## src/rtl/reg_write_back_pkg.sv

```systemverilog
// rtl/reg_write_back_pkg.sv - shared state enum, address map and widths for reg_write_back
package reg_write_back_pkg;

  localparam int DATA_W = 16;
  localparam int ADDR_W = 6;
  localparam int NUM_WE = 35;

  localparam logic [ADDR_W-1:0] REG_LAST = 6'd27;
  localparam logic [ADDR_W-1:0] PI0      = 6'd28;
  localparam logic [ADDR_W-1:0] PI1      = 6'd29;
  localparam logic [ADDR_W-1:0] PO0      = 6'd30;
  localparam logic [ADDR_W-1:0] PO1      = 6'd31;
  localparam logic [ADDR_W-1:0] R32      = 6'd32;
  localparam logic [ADDR_W-1:0] R33      = 6'd33;
  localparam logic [ADDR_W-1:0] WREG     = 6'd34;

  typedef enum logic [1:0] {
    IDLE,
    COMMIT,
    NOTIFY
  } wb_state_t;

endpackage

```

## src/rtl/wb_addr_decode.sv

```systemverilog
// rtl/wb_addr_decode.sv - destination address to one-hot write enable plus invalid flag
// OUTPUT_PORTS_EN makes addresses 30 and 31 writable.
module wb_addr_decode
  import reg_write_back_pkg::*;
(
  input  logic [ADDR_W-1:0] i_sel,
  output logic [NUM_WE-1:0] o_we,
  output logic              o_invalid
);

  logic w_ok;

  always_comb begin
    w_ok = (i_sel <= REG_LAST) || (i_sel == R32) || (i_sel == R33) || (i_sel == WREG);
`ifdef OUTPUT_PORTS_EN
    w_ok = w_ok || (i_sel == PO0) || (i_sel == PO1);
`endif
    o_we      = w_ok ? (NUM_WE'(1) << i_sel) : '0;
    o_invalid = !w_ok;
  end

endmodule

```

## src/rtl/reg_write_back.sv

```systemverilog
// rtl/reg_write_back.sv - write-back register file with IDLE/COMMIT/NOTIFY handshake
// OUTPUT_PORTS_EN adds Output_Port_0/1 at addresses 30/31.
module reg_write_back
  import reg_write_back_pkg::*;
(
  input  logic              clk,
  input  logic              reset,
  input  logic              wr_valid,
  output logic              wr_ready,
  input  logic [ADDR_W-1:0] Sel_C,
  input  logic [DATA_W-1:0] Data_C,
  output logic [DATA_W-1:0] r0,  r1,  r2,  r3,  r4,  r5,  r6,  r7,
  output logic [DATA_W-1:0] r8,  r9,  r10, r11, r12, r13, r14, r15,
  output logic [DATA_W-1:0] r16, r17, r18, r19, r20, r21, r22, r23,
  output logic [DATA_W-1:0] r24, r25, r26, r27,
  output logic [DATA_W-1:0] r32,
  output logic [DATA_W-1:0] r33,
  output logic [DATA_W-1:0] Working_Register,
`ifdef OUTPUT_PORTS_EN
  output logic [DATA_W-1:0] Output_Port_0,
  output logic [DATA_W-1:0] Output_Port_1,
`endif
  output logic              updateBlock,
  output logic              err_invalid
);

  localparam int NGPR = int'(REG_LAST) + 1;

  wb_state_t         r_state;
  logic [ADDR_W-1:0] r_sel;
  logic [DATA_W-1:0] r_data;
  logic [DATA_W-1:0] r_gpr [0:NGPR-1];
  logic [DATA_W-1:0] r_r32, r_r33, r_wreg;
  logic              r_upd;
  logic [NUM_WE-1:0] w_we;
  logic              w_invalid;
  logic              w_accept;
`ifdef OUTPUT_PORTS_EN
  logic [DATA_W-1:0] r_po0, r_po1;
  wire               w_unused = &{1'b0, w_we[PI1:PI0]};
`else
  wire               w_unused = &{1'b0, w_we[PO1:PI0]};
`endif

  // Decode the held address, so changes on Sel_C after accept cannot disturb COMMIT.
  wb_addr_decode u_dec (
    .i_sel     (r_sel),
    .o_we      (w_we),
    .o_invalid (w_invalid)
  );

  assign wr_ready    = ((r_state == IDLE) || (r_state == NOTIFY)) && !reset;
  assign w_accept    = wr_valid && wr_ready;
  assign updateBlock = r_upd && !reset;
  assign err_invalid = (r_state == COMMIT) && w_invalid && !reset;

  always_ff @(posedge clk) begin
    if (reset) begin
      r_state <= IDLE;
      r_sel   <= '0;
      r_data  <= '0;
      r_upd   <= 1'b0;
      for (int i = 0; i < NGPR; i++) r_gpr[i] <= '0;
      r_r32   <= '0;
      r_r33   <= '0;
      r_wreg  <= '0;
`ifdef OUTPUT_PORTS_EN
      r_po0   <= '0;
      r_po1   <= '0;
`endif
    end else begin
      r_upd <= 1'b0;
      if (w_accept) begin
        r_sel  <= Sel_C;
        r_data <= Data_C;
      end
      case (r_state)
        IDLE:   r_state <= w_accept ? COMMIT : IDLE;
        COMMIT: begin
          if (w_invalid) begin
            r_state <= IDLE;
          end else begin
            for (int i = 0; i < NGPR; i++) if (w_we[i]) r_gpr[i] <= r_data;
            if (w_we[R32])  r_r32  <= r_data;
            if (w_we[R33])  r_r33  <= r_data;
            if (w_we[WREG]) r_wreg <= r_data;
`ifdef OUTPUT_PORTS_EN
            if (w_we[PO0])  r_po0  <= r_data;
            if (w_we[PO1])  r_po1  <= r_data;
`endif
            r_upd   <= 1'b1;
            r_state <= NOTIFY;
          end
        end
        NOTIFY: r_state <= w_accept ? COMMIT : IDLE;
        default: r_state <= IDLE;
      endcase
    end
  end

  assign r0  = r_gpr[0];  assign r1  = r_gpr[1];  assign r2  = r_gpr[2];  assign r3  = r_gpr[3];
  assign r4  = r_gpr[4];  assign r5  = r_gpr[5];  assign r6  = r_gpr[6];  assign r7  = r_gpr[7];
  assign r8  = r_gpr[8];  assign r9  = r_gpr[9];  assign r10 = r_gpr[10]; assign r11 = r_gpr[11];
  assign r12 = r_gpr[12]; assign r13 = r_gpr[13]; assign r14 = r_gpr[14]; assign r15 = r_gpr[15];
  assign r16 = r_gpr[16]; assign r17 = r_gpr[17]; assign r18 = r_gpr[18]; assign r19 = r_gpr[19];
  assign r20 = r_gpr[20]; assign r21 = r_gpr[21]; assign r22 = r_gpr[22]; assign r23 = r_gpr[23];
  assign r24 = r_gpr[24]; assign r25 = r_gpr[25]; assign r26 = r_gpr[26]; assign r27 = r_gpr[27];
  assign r32 = r_r32;
  assign r33 = r_r33;
  assign Working_Register = r_wreg;
`ifdef OUTPUT_PORTS_EN
  assign Output_Port_0 = r_po0;
  assign Output_Port_1 = r_po1;
`endif

endmodule
```

## config.mk

```make
export PLATFORM = sky130hd
export DESIGN_NAME = reg_write_back
export DESIGN_NICKNAME = d
export VERILOG_FILES = /design/src/rtl/reg_write_back_pkg.sv /design/src/rtl/wb_addr_decode.sv /design/src/rtl/reg_write_back.sv
export SDC_FILE = /design/constraint.sdc
export NUM_CORES = 1
export LEC_CHECK = 0
export ABC_CLOCK_PERIOD_IN_PS = 4550
export CAP_MARGIN = 20
export CORE_MARGIN = 4
export CORE_UTILIZATION = 43
export DETAILED_ROUTE_END_ITERATION = 10
export PLACE_DENSITY_LB_ADDON = 0.2
export RECOVER_POWER = 50
export SLEW_MARGIN = 20
export SYNTH_ARGS = -nofsm -noshare
export SYNTH_HDL_FRONTEND = slang
export SYNTH_SLANG_ARGS = --single-unit
```

## constraint.sdc

```tcl
create_clock -name clk -period 4.55 [get_ports clk]
set_input_delay 0.91 -clock clk [delete_from_list [all_inputs] [get_ports clk]]
set_output_delay 0.91 -clock clk [all_outputs]
set_load 0.02 [all_outputs]
```

==> flow_metrics.env <==
export IMPL_cp_max_fo=28
export IMPL_place_congestion=0.862
export IMPL_crit_path_start="reset"
export IMPL_area_growth_pct=41.9
export IMPL_wl_per_cell_um=25.6
export IMPL_synthesis_nets=1174
export IMPL_clock_path_buffers=3
export IMPL_die_area_um2=45400
export IMPL_clock_skew_final_ps=22.2
export IMPL_cts_tree="yes"
export IMPL_num_rows=74
export IMPL_synth_edf_count=448
export IMPL_outcome="finished, final reports clean"
export IMPL_final_instance_count_excl_fill=2293
export IMPL_min_from="r32[4]"
export IMPL_avgSynthCellArea_um2=15.7
export IMPL_syn_instance_count=1149
export IMPL_antenna_found_initial=12
export IMPL_grt_setup_unrepaired="false"
export IMPL_hold_buffers=0
export IMPL_min_period_ps=3900
export IMPL_drtIter0Drc=868
export IMPL_dieHeight_um=213
export IMPL_first_global_vias=11571
export IMPL_drtPass1Iterations=5
export IMPL_portBuffers=523
export IMPL_place_inst=2190
export IMPL_criticalPathCategory="in2reg"
export IMPL_ys_seq_elements=521
export IMPL_cp_arrival_ps=4200
export IMPL_nFillCells=3069
export IMPL_post_cts_buffers=0
export IMPL_synth_top_cell_by_area="edfxtp_1"
export IMPL_fmax_mhz=256
export IMPL_setup_viol=0
export IMPL_route_detailed_drc=0
export IMPL_seqCellArea_um2=14900
export IMPL_grt_total_usage=0.252
export IMPL_start_util=0.439
export IMPL_p_leak_uw=0.0102
export IMPL_vias=11682
export IMPL_cts_root_buf="clkbuf_16"
export IMPL_hp_class="reg2reg"
export IMPL_synth_cell_types=41
export IMPL_overflow=0
export IMPL_die_w_um=213
export IMPL_max_slew_margin=0.0902
export IMPL_clk_latency_ps=590
export IMPL_worst_pin_slew_ps=1360
export IMPL_yosys_top_cells_area="edfxtp_1 (74%), dfxtp_1 (8.1%), nor2_1 (5.9%), nand2_1 (2.7%), mux2i_1 (2.7%)"
export IMPL_wl_um=58800
export IMPL_hold_viol=0
export IMPL_ioPinCount=524
export IMPL_worstSetupEndpointType="register"
export IMPL_whs_ps=459
export IMPL_design_core_area_um2=41200
export IMPL_viasPerCell=5.09
export IMPL_reg2reg_from="r_sel[2]"
export IMPL_grt_pass1_wl_um=81700
export IMPL_synth_ff_type="edfxtp_1"
export IMPL_ctsResizeCount=0
export IMPL_nNetsFinal=1737
export IMPL_tns_ps=0
export IMPL_ir_drop_mv=0.347
export IMPL_ys_seq_area_frac=0.825
export IMPL_syn_area_um2=18100
export IMPL_yosysTopAreaCellShare=0.744
export IMPL_multi_input_area_um2=2740
export IMPL_cts_clk_slew_worst_paths_ps=60
export IMPL_drive_gt1_frac=0.0832
export IMPL_hpwl_um=41600
export IMPL_final_common_cell="dlygate4sd3_1"
export IMPL_max_cap_viol_count=0
export IMPL_startpoint_type="primary input"
export IMPL_slew_viol_final=0
export IMPL_crit_required_ps=4840
export IMPL_cts_made_buffers=52
export IMPL_r2r_slack_ps=1220
export IMPL_grt_max_degree=45
export IMPL_ys_warnings_count=0
export IMPL_final_cell_mix="dlygate4sd3_1 (477), edfxtp_1 (448), nor2_1 (282)"
export IMPL_h_tree_depth=2
export IMPL_cts_sinks=521
export IMPL_antenna_left=0
export IMPL_async_reset_ff_frac=0
export IMPL_finalCritPeriodShare=0.858
export IMPL_powerDensity_nw_per_um2=411
-- cell usage after synthesis, drive strengths merged (4+ instances only) --
library cell / number
nor2: 292
o21ai: 25
a41o: 4
inv: 18
dfxtp: 73
nor2b: 6
mux2i: 48
nand4: 4
edfxtp: 448
clkbuf: 31
nand3: 10
nand2: 132
buf: 33
-- power by group --
group	switching, µW	internal [µW]	total (µW)
Clock	1750	2420	4170
Sequential	71.6	5380	5450
Combinational	611	301	912
Total	2430	8110	10500
-- flip-flops by register name, indices dropped and copies added, names as in the netlist --
name / count
Working_Register: 16
r32: 16
r33: 16
r_data: 16
r_gpr: 448
r_sel: 6
r_state: 2
r_upd: 1
-- through the flow --
stage	worst slack [ps]	total power [µW]	instance area, µm²	utilization
3_3_place_gp	695	6540	24000	0.583
3_5_place_dp	717	6550	24000	0.583
4_1_cts	662	10700	25700	0.624
2_1_floorplan	1750	5980	18100	-
6_report	646	10500	25700	0.623
5_1_grt	366	10900	25700	0.623
-- logic make-up (layout without fill, tap and decap cells) --
| logic type | after synthesis | in the layout | share of synthesized area |
|---|---|---|---|
| AOI/OAI and AO/OA | 37 | 37 | 0.0126 |
| buffers and inverters | 82 | 688 | 0.0217 |
| DFF | 521 | 521 | 0.825 |
| muxes | 48 | 48 | 0.0266 |
| other | 0 | 6 | 0 |
| and+or+nand+nor | 461 | 461 | 0.114 |
-- layout make-up --
cell class	count	share of cell area
repair buffers	573	0.217
multi-input cells	546	0.107
flip-flops and latches	521	0.581
diodes	6	0.000585
inverters	18	0.00268
well taps	532	0.0259
clock inverters	16	0.00600
clock buffers	81	0.0595
-- final timing paths --
| kind | to | depth (start not counted) |
|---|---|---|
| setup / recovery | r_gpr[0][147] | 5 |
| hold / removal | r32[4] | 2 |
| setup reg to reg | r_gpr[0][173] | 4 |
| hold reg to reg | r32[4] | 2 |
-- worst max-delay path, stage by stage --
cell,delay [ps]
dlygate4sd3_1,820
clkinvlp_2,940
nand2_1,350
clkbuf_1,1030
nor2_1,120
-- layer usage --
metal,track usage,part of all wire,up-vias
li1,-,-,5163
met1,0.300,0.37,5863
met3,0.102,0.11,94
met2,0.418,0.50,552
met4,0.0857,0.028,10
met5,0,0.0012,-
Note: power is estimated with default switching activity, not from simulation.
